### src/rtl/fpmul_iter_pkg.sv
// fpmul_iter_pkg: FP32 field layout, constants, FSM states and pack/unpack helpers
package fpmul_iter_pkg;
   typedef struct packed {
      logic       sign;
      logic [7:0] exp;
      logic [22:0] man;
   } fp32_t;
   localparam int FP32_BIAS = 127;
   localparam logic [31:0] FP32_QNAN = 32'h7FC00000;
   localparam logic [7:0] FP32_INF_EXP = 8'hFF;
   typedef enum logic [1:0] {IDLE, MUL, NORM} fpmul_state_t;
   function automatic fp32_t f32unpack(input logic [31:0] w);
      return fp32_t'(w);
   endfunction
   function automatic logic [31:0] f32pack(input logic s, input logic [7:0] e, input logic [22:0] m);
      return {s, e, m};
   endfunction
endpackage

### src/rtl/fpmul_iter_if.sv
// fpmul_iter_if: request/response bundle of the iterative FP32 multiplier
interface fpmul_iter_if;
   logic        start, rm, busy, done;
   logic [31:0] a, b, result;
   modport master(output start, rm, a, b, input busy, done, result);
   modport slave(input start, rm, a, b, output busy, done, result);
endinterface

### src/rtl/fpmul_iter_norm_round.sv
// fpmul_iter_norm_round: normalize a 48-bit mantissa product and round RZ/RNE;
// exp is the normalized exponent, the caller adds the rounding carry
module fpmul_iter_norm_round #(parameter int EXP_W = 10) (
   input  logic [47:0]      prod,
   input  logic [EXP_W-1:0] exp_in,
   input  logic             rm,
   output logic [EXP_W-1:0] exp,
   output logic [22:0]      man,
   output logic             carry
);
   logic        hi, guard, sticky;
   logic [22:0] m;
   always_comb begin
      hi = prod[47];
      m = hi ? prod[46:24] : prod[45:23];
      guard = hi ? prod[23] : prod[22];
      sticky = hi ? |prod[22:0] : |prod[21:0];
      {carry, man} = {1'b0, m} + 24'(rm & guard & (sticky | m[0]));
      exp = exp_in + EXP_W'(hi);
   end
endmodule

### src/rtl/fpmul_iter.sv
// fpmul_iter: iterative FP32 shift-add multiplier, start/busy/done handshake.
// FPMUL_SPECIALS_EN adds zero/inf/NaN handling and exponent range clamping.
module fpmul_iter
   import fpmul_iter_pkg::*;
#(parameter int BITS_PER_CYCLE = 2) (
   input logic         clk,
   input logic         reset,
   fpmul_iter_if.slave bus
);
   localparam int ITER = 24 / BITS_PER_CYCLE;
`ifdef FPMUL_SPECIALS_EN
   localparam int EW = 10;
`else
   localparam int EW = 8;
`endif
   fpmul_state_t  state;
   logic [4:0]    cnt;
   logic [47:0]   acc, mcand, part;
   logic [23:0]   mplier;
   logic          sign, rm_q, done_q, n_carry;
   logic [31:0]   result_q, res_n;
   logic [EW-1:0] exp_q, n_exp, e_fin;
   logic [22:0]   n_man;
   fp32_t         fa, fb;
   assign fa = f32unpack(bus.a);
   assign fb = f32unpack(bus.b);
   assign bus.busy = state != IDLE;
   assign bus.done = done_q;
   assign bus.result = result_q;
   // multiplicand shifts left and multiplier right so each step sees its low bits
   always_comb begin
      part = '0;
      for (int j = 0; j < BITS_PER_CYCLE; j++) part = part + (mplier[j] ? mcand << j : 48'd0);
   end
   fpmul_iter_norm_round #(.EXP_W(EW)) u_nr (
      .prod(acc), .exp_in(exp_q), .rm(rm_q), .exp(n_exp), .man(n_man), .carry(n_carry)
   );
   assign e_fin = n_exp + EW'(n_carry);
`ifdef FPMUL_SPECIALS_EN
   logic nan_q, inf_q, zero_q, a_zero, b_zero, a_inf, b_inf, a_nan, b_nan;
   assign a_zero = fa.exp == 8'h00;
   assign b_zero = fb.exp == 8'h00;
   assign a_inf = fa.exp == FP32_INF_EXP && fa.man == '0;
   assign b_inf = fb.exp == FP32_INF_EXP && fb.man == '0;
   assign a_nan = fa.exp == FP32_INF_EXP && fa.man != '0;
   assign b_nan = fb.exp == FP32_INF_EXP && fb.man != '0;
   always_ff @(posedge clk) begin
      if (reset) begin
         nan_q <= 1'b0;
         inf_q <= 1'b0;
         zero_q <= 1'b0;
      end else if (state == IDLE && bus.start) begin
         nan_q <= a_nan | b_nan | (a_inf & b_zero) | (a_zero & b_inf);
         inf_q <= a_inf | b_inf;
         zero_q <= a_zero | b_zero;
      end
   end
   assign res_n = nan_q ? FP32_QNAN :
                  inf_q ? f32pack(sign, FP32_INF_EXP, '0) :
                  zero_q ? f32pack(sign, '0, '0) :
                  (!e_fin[9] && e_fin >= 10'd255) ? f32pack(sign, FP32_INF_EXP, '0) :
                  (e_fin[9] || e_fin == '0) ? f32pack(sign, '0, '0) :
                  f32pack(sign, e_fin[7:0], n_man);
`else
   assign res_n = f32pack(sign, e_fin[7:0], n_man);
`endif
   always_ff @(posedge clk) begin
      if (reset) begin
         state <= IDLE;
         cnt <= '0;
         acc <= '0;
         mcand <= '0;
         mplier <= '0;
         sign <= 1'b0;
         rm_q <= 1'b0;
         exp_q <= '0;
         done_q <= 1'b0;
         result_q <= '0;
      end else begin
         done_q <= 1'b0;
         case (state)
            IDLE: if (bus.start) begin
               state <= MUL;
               cnt <= '0;
               acc <= '0;
               mcand <= {24'd0, 1'b1, fa.man};
               mplier <= {1'b1, fb.man};
               sign <= fa.sign ^ fb.sign;
               rm_q <= bus.rm;
               exp_q <= EW'(fa.exp) + EW'(fb.exp) - EW'(FP32_BIAS);
            end
            MUL: begin
               acc <= acc + part;
               mcand <= mcand << BITS_PER_CYCLE;
               mplier <= mplier >> BITS_PER_CYCLE;
               cnt <= cnt + 5'd1;
               if (cnt == 5'(ITER - 1)) state <= NORM;
            end
            NORM: begin
               done_q <= 1'b1;
               result_q <= res_n;
               state <= IDLE;
            end
            default: state <= IDLE;
         endcase
      end
   end
endmodule

### src/flat_wrapper.sv
// flat-port wrapper written by rule: the top's interface ports become plain ports
module fpmul_iter_flat import fpmul_iter_pkg::*;
#(parameter int BITS_PER_CYCLE = 2)
  (clk, reset, bus_start, bus_rm, bus_a, bus_b, bus_busy, bus_done, bus_result);
  fpmul_iter_if bus_i ();
  input logic clk;
  input logic reset;
  input wire logic [$bits(bus_i.start)-1:0] bus_start;
  input wire logic [$bits(bus_i.rm)-1:0] bus_rm;
  input wire logic [$bits(bus_i.a)-1:0] bus_a;
  input wire logic [$bits(bus_i.b)-1:0] bus_b;
  output wire logic [$bits(bus_i.busy)-1:0] bus_busy;
  output wire logic [$bits(bus_i.done)-1:0] bus_done;
  output wire logic [$bits(bus_i.result)-1:0] bus_result;
  assign bus_i.start = bus_start;
  assign bus_i.rm = bus_rm;
  assign bus_i.a = bus_a;
  assign bus_i.b = bus_b;
  assign bus_busy = bus_i.busy;
  assign bus_done = bus_i.done;
  assign bus_result = bus_i.result;
  fpmul_iter #(.BITS_PER_CYCLE(BITS_PER_CYCLE)) u_core (.clk(clk), .reset(reset), .bus(bus_i));
endmodule
### config.mk
export PLATFORM = sky130hd
export DESIGN_NAME = fpmul_iter_flat
export DESIGN_NICKNAME = d
export VERILOG_FILES = /design/src/rtl/fpmul_iter_pkg.sv /design/src/rtl/fpmul_iter_if.sv /design/src/rtl/fpmul_iter_norm_round.sv /design/src/rtl/fpmul_iter.sv /design/src/flat_wrapper.sv
export SDC_FILE = /design/constraint.sdc
export NUM_CORES = 1
export LEC_CHECK = 0
export CORE_ASPECT_RATIO = 0.8
export CORE_UTILIZATION = 39
export CTS_CLUSTER_DIAMETER = 40
export CTS_CLUSTER_SIZE = 14
export DETAILED_ROUTE_END_ITERATION = 8
export HOLD_SLACK_MARGIN = 0.02
export PLACE_DENSITY = 0.64
export SLEW_MARGIN = 20
export SYNTH_ARGS = -nofsm -noshare
export SYNTH_HDL_FRONTEND = slang
export SYNTH_SLANG_ARGS = --single-unit
### constraint.sdc
create_clock -name clk -period 4.7 [get_ports clk]
set_clock_uncertainty 0.1 [all_clocks]
set_input_delay 1.175 -clock clk [delete_from_list [all_inputs] [get_ports clk]]
set_output_delay 1.175 -clock clk [all_outputs]
set_load 0.05 [all_outputs]
-- Yosys cells after proc, flatten, opt, wreduce, memory -nomap -nowiden
Index checks and enable logic that the tools add are counted.
Widths: inputs -> output; s select.
- equal/unequal tests: 5
- $add $sub $neg: 8
- reductions and logical operators: 8
- muxes and demuxes: 17
- bitwise logic cells: 4
- operators with widths (kind ; number):
    $mux 48 ; 4
    $pmux 48 s2 ; 2
    $add 48x48->48 ; 2
    $pmux 24 s2 ; 1
    $add 23x1->24 ; 1
    $mux 24 ; 1
    $mux 23 ; 1
    $reduce_or 23->1 ; 1
    $reduce_or 22->1 ; 1
    $add 8x1->8 ; 2
    $pmux 5 s2 ; 1
    $add 8x8->8 ; 1
    $sub 8x7->8 const B ; 1
    $reduce_and 2->1 ; 3
    $add 5x1->5 const B ; 1
    $eq 5x4->1 const B ; 1
    $mux 5 ; 1
    $mux 2 ; 2
    $pmux 2 s2 ; 1
    $reduce_bool 2->1 ; 2
    $mux 1 ; 3
    $and 1x1->1 ; 2
    $eq 2x1->1 const B ; 1
    $eq 2x2->1 const B ; 1
    other kinds (5) ; 5
- logic and storage cells: 52
- output and inout port bits: 34
- flip-flop bits (word level): 170

-- Longest topological paths before layout
- depth after elaboration: 6
- depth in mapped cells: 17
- gate-level depth less buffers: 15

-- Hierarchy
A second synthesis with hierarchy kept.
- cell total of the unflattened synthesis: 1415
- area, all modules: 11621.1 um^2
- modules (own cells, without submodules) (module ; cells each ; area an instance (um^2) ; instances ; seq. area each (um^2)):
    fpmul_iter ; 1234 ; 10337.4 ; 1 ; 3403.3
    fpmul_iter_norm_round ; 181 ; 1283.7 ; 1 ; 0.0

-- Worst setup path before layout
No wires, ideal clock.
- path type: register to register
- start: reg u_core.mplier[1]
- end: reg u_core.acc[41]
- library setup time: 117 ps
- data arrival time: 3797 ps
- data required time: 4483 ps
- cell stages (with the launch flop): 18
- setup slack: 687 ps
- buffers on the path: 2
- cell sequence: dfxtp_1 -> clkbuf_1 -> buf_1 -> nand2_1 -> fa_1 -> inv_1 -> ha_1 -> fa_1 -> a21oi_1 -> o211ai_1 -> a21oi_2 -> o22ai_1 -> o21ai_1 -> o21ai_1 -> a31o_2 -> a31oi_1 -> xnor2_1 -> a22o_1
- cells in the longest elaborated chain, start to end: 4
- ends and longest elaborated chain (what ; line ; text):
    from (decl) ; fpmul_iter.sv:19 ; logic [23:0] mplier;
    from (signal assigned) ; fpmul_iter.sv:87 ; mplier <= {1'b1, fb.man};
    from (signal assigned) ; fpmul_iter.sv:95 ; mplier <= mplier >> BITS_PER_CYCLE;
    $mux 48 ; fpmul_iter.sv:33 ; for (int j = 0; j < BITS_PER_CYCLE; j++) part = part + (mplier[j] ? mcand << j : 48'd0);
    $add 48x48->48 ; fpmul_iter.sv:33 ;
    $add 48x48->48 ; fpmul_iter.sv:93 ; acc <= acc + part;
    $pmux 48 s2 ; fpmul_iter.sv:81 ; case (state)
    to (signal assigned) ; fpmul_iter.sv:93 ;
    to (decl) ; fpmul_iter.sv:18 ; logic [47:0] acc, mcand, part;
Every way passes these cells.
A chain may end at the register's enable or synchronous reset.

-- Final worst setup path
- start: reg u_core.mplier[1]
- end: reg u_core.acc[40]
The elaborated chain is that of the path after synthesis.

==> results.txt <==
Via density: 5.41
buffer count from post-CTS setup fixing: 0
cell accounting for the most synthesized area: dfxtp_1
detailed placement HPWL: 23,200 um
Worst setup EP type: register
Die Area: 30,400 um2
gp weighted congestion: 0.904
Synth top area share: 29.4%
CTS H-tree depth: 4
NetSw: 1070 uW
CTS Hold Bufs: 0
Worst R2R Setup Slack: 0.50 ns
First-pass DRT Iterations: 5
fmax: 238 MHz
Total Neg Setup Slack: 0 ns
FFs w/ async S/R, synth: 0%
synthesized area per cell: 7.52 um2
RSZ-0062 raised after global routing: no
Max Slew Vio Count: 0
Worst-Skew Late Latency: 0.45 ns
initial DRC count: 842
Die Ht: 156 um
I/O Buffers: 101
switching share of power: 30.8%
CTS Sinks: 170
nets: 1,764
slack of the critical path: 0.502 ns
Resized cells post-CTS: 0
Yosys reg bits: 170
n_diodes: 0
critical path required time: 4.93 ns
Commonest cells post-synth: nand2_1 (248), nor2_1 (178), dfxtp_1 (170), inv_1 (153), a21oi_1 (136)
DIE WIDTH: 195 um
largest net degree at the start of global routing: 82
vias in the first global route: 9,919
Syn. warnings: 0
post-route ant nets: 0
initial antenna violation count: 0
clock root buffer: clkbuf_16
count leader, synth: nand2_1
top post-synthesis cells by area: dfxtp_1 (29%), fa_1 (8.5%), nand2_1 (8.0%)
period utilization: 89.3%
CP Data Arrival Time: 4.43 ns
Leak: 0.00561 uW
Worst-Margin Slew: 0.954 ns
combinational share of power: 13.6%
Max VDD drop: 192 uV
Layout area overhead: 16.2%
worst hold path type: reg2reg
DR DRC count: 0
Setup CP Type: reg2reg
CTS tree: built
CTS Buffer Depth: 2
number of flops mapped to enable cells by yosys: 0
global route overflow: 0
Pint: 2410 uW
CTS buffer count: 17
CTS clk-pin slew, worst paths: 0.09 ns
sequential power share: 44.4%
# setup viols final: 0
initial core utilization: 40.3%
Core ar.: 28,700 um2
P per Cell Area: 259 nW/um2
post-synthesis sequential area ratio: 29.4%
syn nets: 1,718
Setup WS pre-CTS: 0.616 ns
ys flop type: dfxtp_1
FILL cells: 2,785
relative slew slack: 36.2%
routed vias: 10,600
clock share of power: 42.1%
wire per inst: 16.3 um
worst-path maximum fanout: 31
cell count after synthesis: 1,538
first-pass GRT wire length: 52,000 um
Period minus WS final: 4.20 ns
Boundary Pins: 102
startpoint types: register
Total GRT Usage: 21.4%
Final Hold Violating Endpoints: 0
Mapped Area: 11,600 um2
status: completed
ratio of cells with drive above 1 in the final layout: 4.63%
row cnt: 55
count of cell types in the netlist: 63
max capacitance violation total: 0
Total Wirelength: 32,100 um
[worst paths after layout]
check	startpoint	to	depth (start not counted)
worst max-delay path	u_core.mplier[1]$_SDFFE_PP0P_	u_core.acc[40]$_SDFFE_PP0P_	15
worst min-delay path	u_core.bus.result[22]$_SDFFE_PP0P_	u_core.bus.result[22]$_SDFFE_PP0P_	2
worst max register to register	u_core.mplier[1]$_SDFFE_PP0P_	u_core.acc[40]$_SDFFE_PP0P_	15
worst min register to register	u_core.bus.result[22]$_SDFFE_PP0P_	u_core.bus.result[22]$_SDFFE_PP0P_	2
[through the flow]
stage	power (uW)	hold slack (ns)	instance area (um2)	util, %	cells
2_1_floorplan	1880	0.332	11600	-	1538
3_3_place_gp	2040	0.343	12800	44.7	1935
4_1_cts	3510	0.357	13400	46.8	1967
5_1_grt	3630	0.380	13400	46.8	1967
6_report	3480	0.354	13400	46.8	1967
3_5_place_dp	2050	0.345	12800	44.7	1935
[routing by layer]
metal	vias to the layer above	track usage, %	share of wire, %
li1	5289	-	-
met1	5048	31.3	51
met2	285	31.3	40
met3	27	4.78	7.3
met4	0	5.59	1.3
met5	-	0	0
[power by group through the flow]
stage / clock network [uW] / logic (uW) / registers [uW]
floorplan: 0 / 315 / 1560
global placement: 0 / 464 / 1580
detailed placement: 0 / 470 / 1580
CTS: 1490 / 474 / 1550
global route: 1550 / 529 / 1550
finish: 1470 / 473 / 1550
[area by class of cell]
class / count / area, um2 / share of cell area, %
clock inverters: 15 / 190 / 1.41
multi-input cells: 1125 / 7260 / 54.0
well taps: 370 / 463 / 3.44
repair buffers: 117 / 1130 / 8.39
inverters: 153 / 574 / 4.27
clock buffers: 17 / 425 / 3.16
flip-flops and latches: 170 / 3400 / 25.3
[critical path: stages (launching register included)]
cell	delay (ns)
dfxtp_1	0.35
buf_4	0.35
nand2_1	0.13
fa_1	0.51
inv_1	0.05
ha_1	0.40
nand2_1	0.15
nor3_1	0.30
nand4_1	0.13
a21oi_1	0.24
nor3_4	0.10
o21ai_0	0.57
nand3_1	0.16
a31oi_1	0.28
mux2i_1	0.21
nand2_1	0.06
[state kept, by name (all words and copies together) (netlist names)]
signal,count
u_core.exp_q,8
u_core.state,2
u_core.rm_q,1
u_core.acc,48
u_core.sign,1
u_core.mcand,48
u_core.cnt,5
u_core.bus.done,1
u_core.bus.result,32
u_core.mplier,24
[kinds of logic (layout without fill, tap and decap cells)]
logic type	after synthesis	in the layout	share of synthesized area [%]
AO/OA/AOI/OAI	349	349	19.2
multiplexers	7	7	0.617
XOR/XNOR	61	61	4.62
flip-flops	170	170	29.4
adder cells (fa/ha/maj)	112	112	15.3
buffers and inverters	243	302	8.04
AND/OR/NAND/NOR	596	596	22.8
[layout by cell type (no fill, tap or decap), types with 24 or more instances in the layout]
master	instances
xor2_1	24
nor2_1	176
o21ai_0	48
dfxtp_1	169
inv_1	153
xnor2_1	37
fa_1	49
a21oi_1	136
a22o_1	32
nand3_1	39
nand2_1	247
a21o_1	26
ha_1	63
nor4_1	43
clkdlybuf4s50_1	100
(Power assumes the default switching activity.)
